--- src/rtl/dm_load_unit.sv ---
// dm_load_unit: MEM-stage load interface. Issues one word read per load, waits for
// read data (or gives up after TIMEOUT), then presents the extended result under valid/take.
`ifndef DM_LB
`define DM_LB  4'd1
`define DM_LH  4'd2
`define DM_LW  4'd3
`define DM_LBU 4'd4
`define DM_LHU 4'd5
`endif

module dm_load_unit #(
  parameter int ADDR_W  = 12,
  parameter int TIMEOUT = 255
) (
  input  logic              clk,
  input  logic              rst_n,
  input  logic              iReq,
  output logic              oReady,
  input  logic [31:0]       iAddr,
  input  logic [3:0]        ictrl,
  input  logic              iFlush,
  output logic              oMemReq,
  output logic [ADDR_W-1:0] oMemAddr,
  input  logic              iMemAck,
  input  logic              iMemRValid,
  input  logic [31:0]       iMemRData,
  output logic              oValid,
  input  logic              iTake,
  output logic [31:0]       oData,
  output logic              oAdEL,
  output logic              oBusErr,
  output logic              oBusy
);
  localparam int CW = $clog2(TIMEOUT + 1);

  typedef enum logic [2:0] {IDLE, REQ, WAIT, DRAIN, RESP} state_t;
  state_t state, state_n;

  logic [CW-1:0] cnt;
  logic [1:0]    lo;
  logic [3:0]    kind;
  logic          is_load, aligned, accept, tmo;

  always_comb begin
    is_load = 1'b0;
    aligned = 1'b0;
    case (ictrl)
      `DM_LW:          begin is_load = 1'b1; aligned = (iAddr[1:0] == 2'b00); end
      `DM_LH, `DM_LHU: begin is_load = 1'b1; aligned = !iAddr[0]; end
      `DM_LB, `DM_LBU: begin is_load = 1'b1; aligned = 1'b1; end
      default: ;
    endcase
  end

  assign accept = (state == IDLE) && iReq && is_load && !iFlush;
  assign tmo    = (cnt == CW'(TIMEOUT));

  function automatic logic [31:0] extract(input logic [3:0] k, input logic [1:0] a,
                                          input logic [31:0] w);
    logic [7:0]  b;
    logic [15:0] h;
    b = w[{a, 3'b000} +: 8];
    h = a[1] ? w[31:16] : w[15:0];
    case (k)
      `DM_LB:  extract = {{24{b[7]}}, b};
      `DM_LBU: extract = {24'd0, b};
      `DM_LH:  extract = {{16{h[15]}}, h};
      `DM_LHU: extract = {16'd0, h};
      default: extract = w;
    endcase
  endfunction

  // Flush outranks every other event; an acked-but-flushed read still has to drain.
  always_comb begin
    state_n = state;
    case (state)
      IDLE:  if (accept) state_n = aligned ? REQ : RESP;
      REQ:   if (iFlush) state_n = iMemAck ? DRAIN : IDLE;
             else if (iMemAck) state_n = WAIT;
      WAIT:  if (iFlush) state_n = (iMemRValid || tmo) ? IDLE : DRAIN;
             else if (iMemRValid || tmo) state_n = RESP;
      DRAIN: if (iMemRValid || tmo) state_n = IDLE;
      RESP:  if (iFlush || iTake) state_n = IDLE;
      default: state_n = IDLE;
    endcase
  end

  always_ff @(posedge clk or negedge rst_n) begin
    if (!rst_n) begin
      state    <= IDLE;
      cnt      <= '0;
      lo       <= '0;
      kind     <= '0;
      oMemAddr <= '0;
      oData    <= '0;
      oAdEL    <= 1'b0;
      oBusErr  <= 1'b0;
    end else begin
      state <= state_n;
      case (state)
        IDLE: if (accept) begin
          oMemAddr <= iAddr[ADDR_W+1:2];
          lo       <= iAddr[1:0];
          kind     <= ictrl;
          oAdEL    <= !aligned;
        end
        REQ: cnt <= '0;
        WAIT: begin
          if (!tmo) cnt <= cnt + 1'b1;
          if (state_n == RESP) begin
            if (iMemRValid) oData   <= extract(kind, lo, iMemRData);
            else            oBusErr <= 1'b1;
          end
        end
        DRAIN: if (!tmo) cnt <= cnt + 1'b1;
        RESP: if (state_n == IDLE) begin
          oData   <= '0;
          oAdEL   <= 1'b0;
          oBusErr <= 1'b0;
        end
        default: ;
      endcase
    end
  end

  assign oReady  = (state == IDLE);
  assign oBusy   = (state != IDLE);
  assign oMemReq = (state == REQ);
  assign oValid  = (state == RESP);
endmodule

--- config.mk ---
export PLATFORM = sky130hd
export DESIGN_NAME = dm_load_unit
export DESIGN_NICKNAME = d
export VERILOG_FILES = /design/src/rtl/dm_load_unit.sv
export SDC_FILE = /design/constraint.sdc
export NUM_CORES = 1
export LEC_CHECK = 0
export ABC_AREA = 1
export CORE_AREA = 2 2 124 78
export DETAILED_ROUTE_END_ITERATION = 8
export DIE_AREA = 0 0 126 80
export PLACE_DENSITY = 0.75
export SKIP_CTS_REPAIR_TIMING = 1
export SYNTH_ARGS = -nofsm -noshare
export SYNTH_HDL_FRONTEND = slang
export SYNTH_SLANG_ARGS = --single-unit
--- constraint.sdc ---
create_clock -name clk -period 1.7 [get_ports clk]
set_clock_uncertainty 0.05 [all_clocks]
set_input_delay 0.34 -clock clk [delete_from_list [all_inputs] [get_ports clk]]
set_output_delay 0.34 -clock clk [all_outputs]
set_load 0.02 [all_outputs]
==> results of run 1 <==
==> synth_stat cells <==
cell,n
a21oi_1,18
buf_2,9
buf_6,4
clkbuf_1,11
clkinv_1,1
dfrtp_1,63
ha_1,1
inv_1,36
inv_2,7
mux2_2,1
nand2_1,189
nand2_2,2
nand2_4,1
nand3_1,23
nand3_2,4
nand3b_1,2
nand4_1,5
nand4_2,2
nor2_1,63
nor2_2,2
nor2_8,1
nor3_1,3
nor4_1,1
o211ai_1,32
o21ai_0,30
o21ai_2,1
o22ai_1,1
or2_1,1
or2_2,1
==> report_power, final <==
group | internal [uW] | switching, uW | leakage [uW]
logic | 1790 | 2400 | 0.00251
registers | 2010 | 331 | 0.000804
clock network | 1180 | 675 | 0.000143
total | 4980 | 3400 | 0.00346
==> flip-flops by register name, indices dropped and copies added, names as in the netlist <==
name / cells
oBusErr: 1
cnt: 8
state: 3
lo: 2
oMemAddr: 12
oAdEL: 1
kind: 4
oData: 32
==> metrics by stage <==
stage,instances,worst slack (ps),TNS (ps)
after floorplan,515,20.9,0
after global placement,762,-373,-13360
after detailed placement,762,-428,-16040
after CTS,778,-361,-5670
after global routing,795,-275,-8970
final,795,-208,-5990
==> metal layers <==
layer  part of all wire, %  vias to the layer above  wire (microns)
li1                      -                     1993               -
met1                    45                     1967            5710
met2                    43                      197            5500
met3                   9.9                       21            1250
met4                   1.5                        0             190
met5                     0                        -               0
==> cell type report <==
cell class / count / share of cell area, %
Timing Repair Buffer: 172 / 30.7
Inverter: 44 / 2.79
Clock inverter: 4 / 0.929
Tap cell: 116 / 2.45
Clock buffer: 12 / 4.16
Sequential cell: 63 / 26.6
Multi-Input combinational cell: 384 / 32.4
==> logic make-up (layout without fill, tap and decap cells) <==
family                   Yosys count  after routing  synth area share [%]
flip-flops                        63             63                  43.1
AO/OA/AOI/OAI                     82             82                  13.6
AND/OR/NAND/NOR                  300            300                  34.5
multiplexers                       1              1                 0.308
buffers and inverters             68            232                  8.11
adder cells (fa/ha/maj)            1              1                 0.342
==> critical path: stages, from the launching register on <==
cell      delay [ps]
dfrtp_1          350
ha_2             210
nand2_4           70
nor2_4           140
nand2_4           80
buf_6            120
nand3b_1         130
nand3_4          150
o21ai_4          180
buf_12           200
nand2_1           90
nand2_1           70
==> worst max path at each step <==
stage | start | endpoint | slack (ps) | depth (start not counted)
detailed placement | ictrl[0] | oBusErr | -430 | 9
global placement | ictrl[0] | oBusErr | -370 | 9
finish | cnt[1] | oData[1] | -210 | 11
global route | cnt[1] | oBusErr | -280 | 15
floorplan | state[2] | oData[14] | 20 | 9
CTS | state[2] | oMemReq | -360 | 4
==> key figures, run 1 <==
Global route
  – Vias in the first global route: 3696
  – Global routing usage on met2: approximately 35%
  – Initial antenna violation count: 0
  – Busiest grt layer: met2
  – Remaining Overflow, GRT: 0
  – Met1 GRT Util: about a third
  – Aggregate global-route resource usage: 22.8%
  – Largest net degree at the start of global routing: 64
  – Global-route wire length before repair: approximately 18 mm
  – Grt met3 use: between 4 and 5%

Pwr
  – Pwr Total: ~8400 uW
  – VDD IR-drop max: 0.000729 V
  – Power per cell area: approximately 1400 nW/um^2
  – Pleak: approximately 0.0035 uW

Die
  – Die H: around 80 microns
  – Top Ports: about 130
  – Die area: 10100 sq um
  – Initial Util: a little over 40%
  – Die W: 126 microns
  – Rows: 27
  – Core ar.: 8920 sq um

Setup path
  – Crit-path max FO: 32
  – R2R Path End: oData[1]
  – R2r setup slk: -210 ps
  – CP Launch Type: flip-flop
  – Worst r2r path cells: 11
  – Reg-to-reg startpoint: cnt[1]
  – WP data required: about 1900 ps
  – Crit. End Element: flip-flop
  – Critical path arrival: 2130 ps
  – Critical path class: reg -> reg

Final layout
  – P&R area growth vs syn: 62.1%
  – FILL cells: around 730
  – Most frequent cells in the layout: nand2_1 (178), dfrtp_1 (63), nor2_1 (60)
  – Design area: slightly below 6000 sq um
  – Commonest non-fill, non-tap cell in the layout: nand2_1
  – Reg area: 1580 sq um
  – Final nets: 750
  – Antenna diodes: 0
  – Multi-input logic area: 1920 sq um
  – Share of post-route cells with drive strength above 1: between 10% and 20%
  – Util after Layout: roughly two thirds

Job
  – Max-cap violations: 0

Timing
  – Worst Max-Slew Pin Slew: 343 ps
  – Worst slew margin: between 70% and 80%
  – Tcrit/Tclk final: 112%
  – Period minus WS final: approximately 1900 ps
  – Setup-failing EPs final: 36
  – Setup ws final: -208 ps
  – RSZ-0062 raised after global routing: true
  – Final Hold Viols: 0
  – Fin. max-slew vios: 0
  – Hold_ws: approximately 430 ps
  – FMAX: about 520 MHz

Min path
  – Hold WC Path Type: reg -> reg
  – Hold path startpoint: oMemAddr[10]
  – Hold endpoint: oMemAddr[10]
  – Hold depth: 2

Placement
  – Post-DP HPWL: approximately 8.3 mm
  – IO Port Bufs: 106
  – Routability cong.: a little under 0.9
  – Area post-placement: between 5000 and 6000 sq um

Clock tree
  – Clk slew on worst S/H paths: 50 ps
  – CTS Buffer Depth: 2
  – Skew-Pair Late Insertion Delay: between 300 and 400 ps
  – Clk root buf: clkbuf_16
  – Htree depth: 3
  – Sink Count: 63
  – CTS tree: yes
  – CTS buffer count: 9

Drt
  – Final antenna-violating net count: 0
  – Remaining DRCs: 0
  – Via/cell ratio: 5.26
  – Drt first-iter violations: between 300 and 400
  – Routed vias: ~4200
  – DR WL/cell: roughly 16 microns
  – Total wire length: 12.7 mm
  – Router iterations before antenna repair: 5

Yosys
  – Share of the synthesized area in the top cell type: roughly 43%
  – Dominant cells by area after synthesis: dfrtp_1 (43%), nand2_1 (19%), o211ai_1 (6.6%)
  – FF+latch count, synth: 63
  – Seq/Total Area, Yosys: a little over two fifths
  – Post-Syn Nets: between 500 and 600
  – Yosys Warn Count: 0
  – Mean area per synthesized cell: 7.10 sq um
  – Mapped Cells: between 500 and 600
  – Post-synthesis cell area: about 3700 sq um
  – Post-synth cell types: 29
  – Cell accounting for the most synthesized area: dfrtp_1

Status
  – Failing checks: negative setup slack
  – Status: complete, but fails checks
(Power assumes the default switching activity.)
==> run 2, diff against run 1 <==
--- a/config.mk
+++ b/config.mk
@@ -6,10 +6,13 @@
 export NUM_CORES = 1
 export LEC_CHECK = 0
 export ABC_AREA = 1
-export CORE_AREA = 2 2 124 78
+export CELL_PAD_IN_SITES_DETAIL_PLACEMENT = 0
+export CELL_PAD_IN_SITES_GLOBAL_PLACEMENT = 1
+export CORE_AREA = 2 2 148 92
 export DETAILED_ROUTE_END_ITERATION = 8
-export DIE_AREA = 0 0 126 80
-export PLACE_DENSITY = 0.75
+export DIE_AREA = 0 0 150 94
+export MAX_ROUTING_LAYER = met4
+export PLACE_DENSITY = 0.76
 export SKIP_CTS_REPAIR_TIMING = 1
 export SYNTH_ARGS = -nofsm -noshare
 export SYNTH_HDL_FRONTEND = slang
==> key figures, run 2 (synthesis gave the netlist of run 1 again) <==
Clock tree
  – Clk slew on worst S/H paths: 60 ps (was 50 ps)
  – CTS Buffer Depth: 2 (unchanged)
  – CTS tree: yes (unchanged)
  – CTS buffer count: 9 (unchanged)
  – Htree depth: 3 (unchanged)
  – Sink Count: 63 (unchanged)
  – Clk root buf: clkbuf_16 (unchanged)
  – Skew-Pair Late Insertion Delay: 330 ps (about the same)

Setup path
  – Critical path arrival: 2010 ps (was 2130 ps)
  – CP bufs+invs: 3 (was 2)
  – WP data required: 1860 ps (was 1920 ps)
  – Critical path class: reg -> reg (unchanged)
  – Reg-to-reg startpoint: state[2] (was cnt[1])
  – Critical Path Most Common Cell: nand2_1
  – Crit. End Element: flip-flop (unchanged)
  – Crit-path max FO: 8 (was 32)
  – R2R Path End: oData[23] (was oData[1])
  – CP delay by family, top: simple AND/OR/NAND/NOR gates (unchanged)
  – Crit path cell chain: buf_4, nor2_4, inv_2, nor2_4, nand2_1, nand2_1, nand2_2, nand3_4, o21ai_4, clkbuf_16, nand2_1, nand2_1 (was ha_2, nand2_4, nor2_4, nand2_4, buf_6, nand3b_1, nand3_4, o21ai_4, buf_12, nand2_1, nand2_1)
  – CP Launch Type: flip-flop (unchanged)
  – Critical-path top delay cell: dfrtp_1 (unchanged)
  – R2r setup slk: -150 ps (was -210 ps)
  – Worst r2r path cells: 12 (was 11)
  – CP peak stage delay: 420 ps (was 350 ps)

Global route
  – Aggregate global-route resource usage: 17.9% (was 22.8%)
  – Largest net degree at the start of global routing: 64 (unchanged)
  – Initial antenna violation count: 0 (unchanged)
  – Vias in the first global route: 3696 (unchanged)
  – Remaining Overflow, GRT: 0 (unchanged)
  – Global-route wire length before repair: 18.9 mm (was 18.1 mm)

Job
  – Max-cap violations: 0 (unchanged)

Status
  – Failing checks: negative hold slack, negative setup slack (was negative setup slack)
  – Status: complete, but fails checks (unchanged)

Drt
  – Final antenna-violating net count: 0 (unchanged)
  – Routed vias: 3998 (was 4178)
  – DR WL/cell: 14.9 microns (was 15.9 microns)
  – Total wire length: 12.6 mm (was 12.7 mm)
  – Drt first-iter violations: 232 (was 379)
  – Remaining DRCs: 0 (unchanged)
  – Router iterations before antenna repair: 4 (was 5)
  – Via/cell ratio: 4.75 (was 5.26)

Timing
  – RSZ-0062 raised after global routing: true (unchanged)
  – Setup ws final: -147 ps (was -208 ps)
  – Tcrit/Tclk final: 109% (was 112%)
  – Final Hold Viols: 36 (was 0)
  – Worst Max-Slew Pin Slew: 390 ps (was 343 ps)
  – Hold_ws: -33.3 ps (was 427 ps)
  – Setup-failing EPs final: 33 (was 36)
  – Worst slew margin: 74.0% (was 77.2%)
  – FMAX: 541 MHz (was 524 MHz)
  – Fin. max-slew vios: 0 (unchanged)
  – Period minus WS final: 1850 ps (was 1910 ps)

Pwr
  – VDD IR-drop max: 0.000804 V (was 0.000729 V)
  – Pwr Total: 8780 uW (was 8380 uW)
  – Pleak: 0.00349 uW (was 0.00346 uW)
  – Power per cell area: 1450 nW/um^2 (was 1410 nW/um^2)

Final layout
  – Antenna diodes: 0 (unchanged)
  – Largest registers: oData: 32 flops, oMemAddr: 12 flops, cnt: 8 flops (unchanged)
  – Most frequent cells in the layout: nand2_1 (150), dfrtp_1 (63), clkdlybuf4s50_1 (57) (was nand2_1 (178), dfrtp_1 (63), nor2_1 (60))
  – Largest reg by FF count: oData (unchanged)
  – Max FFs per register: 32 (unchanged)
  – P&R area growth vs syn: 65.7% (was 62.1%)
  – Design area: 6050 sq um (was 5920 sq um)
  – Share of post-route cells with drive strength above 1: 23.2% (was 18.6%)
  – FILL cells: 1259 (was 732)
  – Final nets: 743 (was 750)
  – Util after Layout: 47.9% (was 66.4%)
  – Commonest non-fill, non-tap cell in the layout: nand2_1 (unchanged)

Placement
  – Area post-placement: 5200 sq um (was 5150 sq um)
  – Routability cong.: 0.985 (was 0.864)
  – IO Port Bufs: 106 (unchanged)
  – Post-DP HPWL: 9.00 mm (was 8.27 mm)

Die
  – Die area: 14100 sq um (was 10100 sq um)
  – Die W: 150 microns (was 126 microns)
  – Top Ports: 125 (unchanged)
  – Initial Util: 28.9% (was 41.0%)
  – Core ar.: 12700 sq um (was 8920 sq um)
  – Die H: 94 microns (was 80 microns)
  – Rows: 32 (was 27)

Min path
  – Hold WC Path Type: in -> async (was reg -> reg)
run 2: changes by cell type in the layout (fill, tap and decap cells not counted), sizes merged:
cell,delta
clkbuf,-3
buf,-4
clkinv,-1
dlygate4sd3,-1
clkinvlp,+1
bufinv,+1
run 2: per-layer routing:
layer / wire length (microns) / track usage [%]
met3: 1050 / 4.81
met2: 5330 / 24.5
met5: 0 / -
met4: 89 / 3.93
met1: 6100 / 26.0
run 2: stage by stage:
step                instances  setup TNS (ps)  setup WS, ps
global placement          815          -15280          -378
floorplan                 515               0          20.9
CTS                       831           -6530          -369
detailed placement        815          -16170          -428
global route              842           -8510          -272
finish                    842           -3920          -147
run 2: how the worst max path moves through the flow:
stage                        from         to  slack [ps]  cells after the start
finish                   state[2]  oData[23]        -150                     12
global route               cnt[1]  oData[19]        -270                     13
CTS                      state[2]    oMemReq        -370                      4
detailed placement  iMemRData[15]   oData[8]        -430                      9
global placement           iFlush  oData[30]        -380                      9
floorplan                state[2]  oData[14]          20                      9
run 2: final cells by class:
| class | count | area, sq um | area share, % |
|---|---|---|---|
| Sequential cell | 63 | 1580 | 26.0 |
| Timing Repair Buffer | 165 | 1710 | 28.2 |
| Clock inverter | 5 | 80.1 | 1.32 |
| Tap cell | 170 | 213 | 3.51 |
| Multi-Input combinational cell | 384 | 2060 | 34.0 |
| Inverter | 44 | 168 | 2.77 |
| Clock buffer | 11 | 253 | 4.17 |
run 2: power by group:
group	leakage (uW)	total (uW)	internal [uW]	switching, uW
clock	0.000158	2040	1360	683
sequential	0.000804	2350	2010	344
combinational	0.00253	4380	1850	2540
total	0.00349	8780	5220	3560
==> run 3, diff against run 2 <==
--- a/config.mk
+++ b/config.mk
@@ -13,6 +13,7 @@
 export DIE_AREA = 0 0 150 94
 export MAX_ROUTING_LAYER = met4
 export PLACE_DENSITY = 0.76
+export REMOVE_ABC_BUFFERS = 1
 export SKIP_CTS_REPAIR_TIMING = 1
 export SYNTH_ARGS = -nofsm -noshare
 export SYNTH_HDL_FRONTEND = slang
==> key figures, run 3 (synthesis gave the netlist of run 1 again) <==
Timing
  – Final Hold Viols: 0 (was 36)
  – Period minus WS final: 1840 ps (was 1850 ps)
  – Worst slew margin: 76.0% (was 74.0%)
  – RSZ-0062 raised after global routing: true (unchanged)
  – Setup ws final: -138 ps (was -147 ps)
  – Fin. max-slew vios: 0 (unchanged)
  – Tcrit/Tclk final: 108% (was 109%)
  – FMAX: 544 MHz (was 541 MHz)
  – Setup-failing EPs final: 34 (was 33)
  – Worst Max-Slew Pin Slew: 360 ps (was 390 ps)

Drt
  – Total wire length: 12.0 mm (was 12.6 mm)
  – Routed vias: 3962 (was 3998)
  – Remaining DRCs: 0 (unchanged)
  – DR WL/cell: 14.2 microns (was 14.9 microns)
  – Drt first-iter violations: 202 (was 232)
  – Final antenna-violating net count: 0 (unchanged)
  – Via/cell ratio: 4.68 (was 4.75)
  – Router iterations before antenna repair: 4 (unchanged)

Global route
  – Global-route wire length before repair: 18.9 mm (about the same)
  – Aggregate global-route resource usage: 17.7% (was 17.9%)
  – Remaining Overflow, GRT: 0 (unchanged)
  – Initial antenna violation count: 0 (unchanged)
  – Largest net degree at the start of global routing: 64 (unchanged)
  – Vias in the first global route: 3734 (was 3696)

Clock tree
  – Htree depth: 3 (unchanged)
  – Sink Count: 63 (unchanged)
  – Clk slew on worst S/H paths: 50 ps (was 60 ps)
  – Clk root buf: clkbuf_16 (unchanged)
  – CTS Buffer Depth: 2 (unchanged)
  – CTS buffer count: 9 (unchanged)
  – CTS tree: yes (unchanged)
  – Skew-Pair Late Insertion Delay: 330 ps (about the same)

Die
  – Top Ports: 125 (unchanged)
  – Initial Util: 28.9% (unchanged)
  – Die area: 14100 sq um (unchanged)
  – Die W: 150 microns (unchanged)
  – Die H: 94 microns (unchanged)
  – Core ar.: 12700 sq um (unchanged)
  – Rows: 32 (unchanged)

Setup path
  – Critical path arrival: 1990 ps (was 2010 ps)
  – Critical path class: reg -> reg (unchanged)
  – CP Launch Type: flip-flop (unchanged)
  – WP data required: 1850 ps (was 1860 ps)
  – Crit-path max FO: 32 (was 8)
  – R2r setup slk: -140 ps (was -150 ps)
  – Crit. End Element: flip-flop (unchanged)

Placement
  – Pre-CTS WS: -447 ps (was -428 ps)
  – Placed Cells incl. Taps: 823 (was 815)
  – Routability cong.: 0.815 (was 0.985)
  – Post-DP HPWL: 8.48 mm (was 9.00 mm)
  – IO Port Bufs: 106 (unchanged)

Status
  – Failing checks: negative setup slack (was negative hold slack, negative setup slack)
  – Status: complete, but fails checks (unchanged)

Final layout
  – Final nets: 747 (was 743)
  – Share of post-route cells with drive strength above 1: 17.6% (was 23.2%)
  – Max FFs per register: 32 (unchanged)
  – Largest reg by FF count: oData (unchanged)
  – Fin cells: 846 (was 842)
  – Most frequent cells in the layout: nand2_1 (180), dfrtp_1 (63), clkdlybuf4s50_1 (62) (was nand2_1 (150), dfrtp_1 (63), clkdlybuf4s50_1 (57))
  – Largest registers: oData: 32 flops, oMemAddr: 12 flops, cnt: 8 flops (unchanged)
  – Antenna diodes: 0 (unchanged)
  – Commonest non-fill, non-tap cell in the layout: nand2_1 (unchanged)
  – P&R area growth vs syn: 60.0% (was 65.7%)
  – Util after Layout: 46.2% (was 47.9%)

Min path
  – Hold WC Path Type: reg -> reg (was in -> async)

Pwr
  – Pleak: 0.00334 uW (was 0.00349 uW)
  – VDD IR-drop max: 0.000583 V (was 0.000804 V)
  – Power per cell area: 1410 nW/um^2 (was 1450 nW/um^2)

Job
  – Max-cap violations: 0 (unchanged)
==> run 3: changes by cell type in the layout (fill, tap and decap cells not counted), moves of 2 or more <==
cell / change
nand2_1: +30
nand2_2: -20
nand2_4: -10
buf_4: +8
clkdlybuf4s50_1: +5
dlymetal6s2s_1: -4
nor2_1: +4
nor2_4: -4
o21ai_0: +4
o21ai_1: -4
buf_6: -3
a21oi_1: +2
a21oi_2: -2
clkinvlp_4: -2
==> run 3: worst paths after layout <==
path,startpoint,end,cells past startpoint
max,cnt[1],oData[11],13
min,oMemAddr[5],oMemAddr[5],2
max reg2reg,cnt[1],oData[11],13
min reg2reg,oMemAddr[5],oMemAddr[5],2
max in group asynchronous,rst_n,oData[20],3
min in group asynchronous,rst_n,oMemAddr[1],3
==> run 3: critical path, cell delays in order, from the launching register on <==
cell,delay [ps]
dfrtp_1,400
ha_4,170
nand2_4,50
nor2_2,100
nand2_2,80
nand2_2,80
nand2_1,50
nand2_1,70
nand2_2,80
nand3_4,160
o21ai_2,90
buf_12,170
nand2_1,90
nand2_1,60
==> run 3: per-layer routing <==
| metal | up-vias | track usage (%) | wire length, microns | share of wire [%] |
|---|---|---|---|---|
| met5 | - | - | 0 | 0 |
| met4 | 0 | 3.30 | 85 | 0.71 |
| met3 | 10 | 4.22 | 645 | 5.4 |
| met2 | 110 | 25.2 | 5260 | 44 |
| met1 | 1869 | 25.7 | 6050 | 50 |
| li1 | 1973 | - | - | - |
==> run 3: layout make-up <==
class | count | area [sq um]
inverters | 44 | 165
repair buffers | 169 | 1700
well taps | 170 | 213
clock inverters | 3 | 40.0
clock buffers | 13 | 270
fillers | 1257 | 6800
multi-input cells | 384 | 1880
flip-flops and latches | 63 | 1580
==> run 3: per-stage QoR <==
stage / total power, uW / hold slack (ps) / setup TNS [ps] / cell area, sq um
floorplan: 4490 / -5.59 / -30240 / 3520
global placement: 6340 / 333 / -14020 / 5250
detailed placement: 6390 / 342 / -15480 / 5250
CTS: 8370 / -14.5 / -6370 / 5560
global route: 8880 / 456 / -8160 / 5850
finish: 8270 / 428 / -3630 / 5850
==> run 3: report_power, final <==
group          total (uW)  switching (uW)  internal, uW  leakage [uW]
logic                4020            2260          1760       0.00238
clock network        1910             655          1250      0.000156
registers            2340             330          2010      0.000804
total                8270            3250          5020       0.00334
==> RTL edit, RTL diff (settings of run 2) <==
Set the parameter `ADDR_W` to 13 (it was 12).
--- a/src/rtl/dm_load_unit.sv
+++ b/src/rtl/dm_load_unit.sv
@@ -9,7 +9,7 @@
 `endif
 
 module dm_load_unit #(
-  parameter int ADDR_W  = 12,
+  parameter int ADDR_W  = 13,
   parameter int TIMEOUT = 255
 ) (
   input  logic              clk,
Ports: changed (resized oMemAddr); port bits go from 125 to 126. No check against the original RTL was run, so the function may have changed too.
==> RTL edit against run 2 <==
The run still ends with negative hold slack, negative setup slack left. Sequential cell count is 1 higher. Synthesized area is 3.1% higher. Via count is 2.1% higher. Power is 1.8% lower. Sequential share of layout area is 0.076 points lower. Routed wire length is 6.0% higher. Setup slack worse by 0.053 ns. Design area is 2.0% higher. Critical path type unchanged. Largest power group unchanged. Highest routed layer unchanged.
==> RTL edit: results (changes against run 2) <==
[layout]
finish.cell_count_without_fillers = 865  ; +2.7%
largest_reg_flops = 32  ; unchanged
utilization_pct = 48.79  ; +0.94 points
top_regs = oData (32), oMemAddr (13), cnt (8)
ratio_of_cells_with_drive_above_1_in_the_final_layout_pct = 21.58  ; -1.6 points
finalNetCount = 766  ; +3.1%
num-fill-cells = 1241  ; -1.4%

[setup_path]
critical-path-top-delay-family = simple AND/OR/NAND/NOR gates
cp_slowest_cell = sky130_fd_sc_hd__dfrtp_2
cp_data_arrival_time_ns = 2.07  ; +0.06 ns
critical_path.max_stage_delay_ns = 0.46  ; +0.04 ns

[sta]
hold_ws_ns = -0.03364  ; -0.0003717 ns
hold_viol = 27  ; -25%
setup_ws_ns = -0.2000  ; -0.05309 ns
slew_headroom_pct = 66.22  ; -7.8 points
setup_violations = 35  ; +6.1%

[power_and_ir_drop]
leakagePower_uw = 0.003543  ; +1.4%
power.ir.vdd_worst_mv = 0.7041  ; -12%

[synthesis]
netlist_top_cells_area = sky130_fd_sc_hd__dfrtp_1 (42%), sky130_fd_sc_hd__nand2_1 (19%), sky130_fd_sc_hd__nor2_1 (7.5%), sky130_fd_sc_hd__o211ai_1 (6.4%), sky130_fd_sc_hd__inv_1 (4.3%)
yosysSeqAreaShare_pct = 42.50  ; -0.64 points
ys_warn_count = 0  ; unchanged
synthesis.nets = 609  ; +3.0%
synthesis.instances = 533  ; +3.5%
synthDistinctLibCells = 33  ; +14%
synth_commonest_cells = sky130_fd_sc_hd__nand2_1 (194), sky130_fd_sc_hd__nor2_1 (75), sky130_fd_sc_hd__dfrtp_1 (64)

[routing]
wl_per_cell_um = 15.39  ; +3.1%
post_drt_via_cell_ratio = 4.719  ; -0.61%
first_iter_violations = 222  ; -4.3%

[placed_design]
gpl.final_weighted_congestion = 0.8624  ; -12%
port-buffer-count = 108  ; +1.9%
dpl_cell_area_mm2 = 0.005341  ; +2.7%
dp_hpwl_mm = 9.031  ; +0.39%
placed_instance_count = 837  ; +2.7%

[global_routing]
first_global_vias = 3773  ; +2.1%
grt_max_degree = 38  ; -41%
globalRouteTotalUtil_pct = 18.33  ; +0.45 points
number_of_antenna_violations_at_the_first_check_in_global_routing = 0  ; unchanged
grt_pass1_wl_mm = 19.52  ; +3.2%

[clock_network]
clockBufferDepth = 2  ; unchanged
numCtsBuffers = 9  ; unchanged
htree_levels = 3  ; unchanged

[run_status]
outcome = finished, violations left
failed_checks = negative hold slack, negative setup slack

RTL edit: cell type report:
class | instances | area share (%)
clock buffers | 12 | 4.317
clock inverters | 4 | 0.4256
inverters | 51 | 3.101
multi-input cells | 395 | 33.40
flip-flops and latches | 64 | 25.96
well taps | 170 | 3.445
repair buffers | 169 | 29.35
RTL edit: path summary, 6_finish.rpt:
path,end,from,slack (ns),cells past startpoint
setup / recovery,oData[12],state[2],-0.20,12
hold / removal,oMemAddr[0],rst_n,-0.03,2
setup reg to reg,oData[12],state[2],-0.20,12
hold reg to reg,oMemAddr[7],oMemAddr[7],0.42,2
max in group asynchronous,state[2],rst_n,1.21,2
min in group clk,oMemAddr[7],oMemAddr[7],0.42,2
RTL edit: logic make-up (layout without fill, tap and decap cells):
| logic type | after synthesis | after routing | synth area share (%) |
|---|---|---|---|
| DFF | 64 | 64 | 42.50 |
| buffers and inverters | 75 | 236 | 8.831 |
| muxes | 1 | 1 | 0.2988 |
| adders and majority gates | 1 | 1 | 0.3320 |
| AOI/OAI and AO/OA | 73 | 74 | 12.55 |
| and+or+nand+nor | 319 | 319 | 35.49 |
RTL edit: worst register-to-register path, cell delays in order, from the launching register on:
cell,delay [ns]
sky130_fd_sc_hd__dfrtp_2,0.46
sky130_fd_sc_hd__nor2_4,0.13
sky130_fd_sc_hd__inv_2,0.04
sky130_fd_sc_hd__nor2_2,0.12
sky130_fd_sc_hd__buf_4,0.13
sky130_fd_sc_hd__nand2_1,0.04
sky130_fd_sc_hd__nand2_1,0.07
sky130_fd_sc_hd__nand2_2,0.08
sky130_fd_sc_hd__nand3_4,0.20
sky130_fd_sc_hd__o21ai_4,0.13
sky130_fd_sc_hd__clkbuf_16,0.20
sky130_fd_sc_hd__nand2_2,0.06
sky130_fd_sc_hd__nand2_1,0.05
RTL edit: report_power, final:
group / total (µW) / switching, µW / internal (µW) / leakage, µW
clock network: 1810 / 705 / 1110 / 0.000145
logic: 4410 / 2530 / 1880 / 0.00258
registers: 2400 / 357 / 2040 / 0.000815
RTL edit: per-layer routing:
metal	global-route usage (%)	vias up	routed length [µm]
met5	-	-	0
met4	4.324	0	161
met3	3.835	16	762
met2	25.53	127	5686
met1	26.98	1912	6706
li1	-	2027	-
RTL edit: per-stage QoR:
step / worst slack, ns / setup TNS [ns]
CTS: -0.4746 / -13.93
finish: -0.2000 / -5.405
floorplan: 0.01051 / 0
global route: -0.3105 / -9.590
detailed placement: -0.5288 / -20.39
global placement: -0.4618 / -18.67
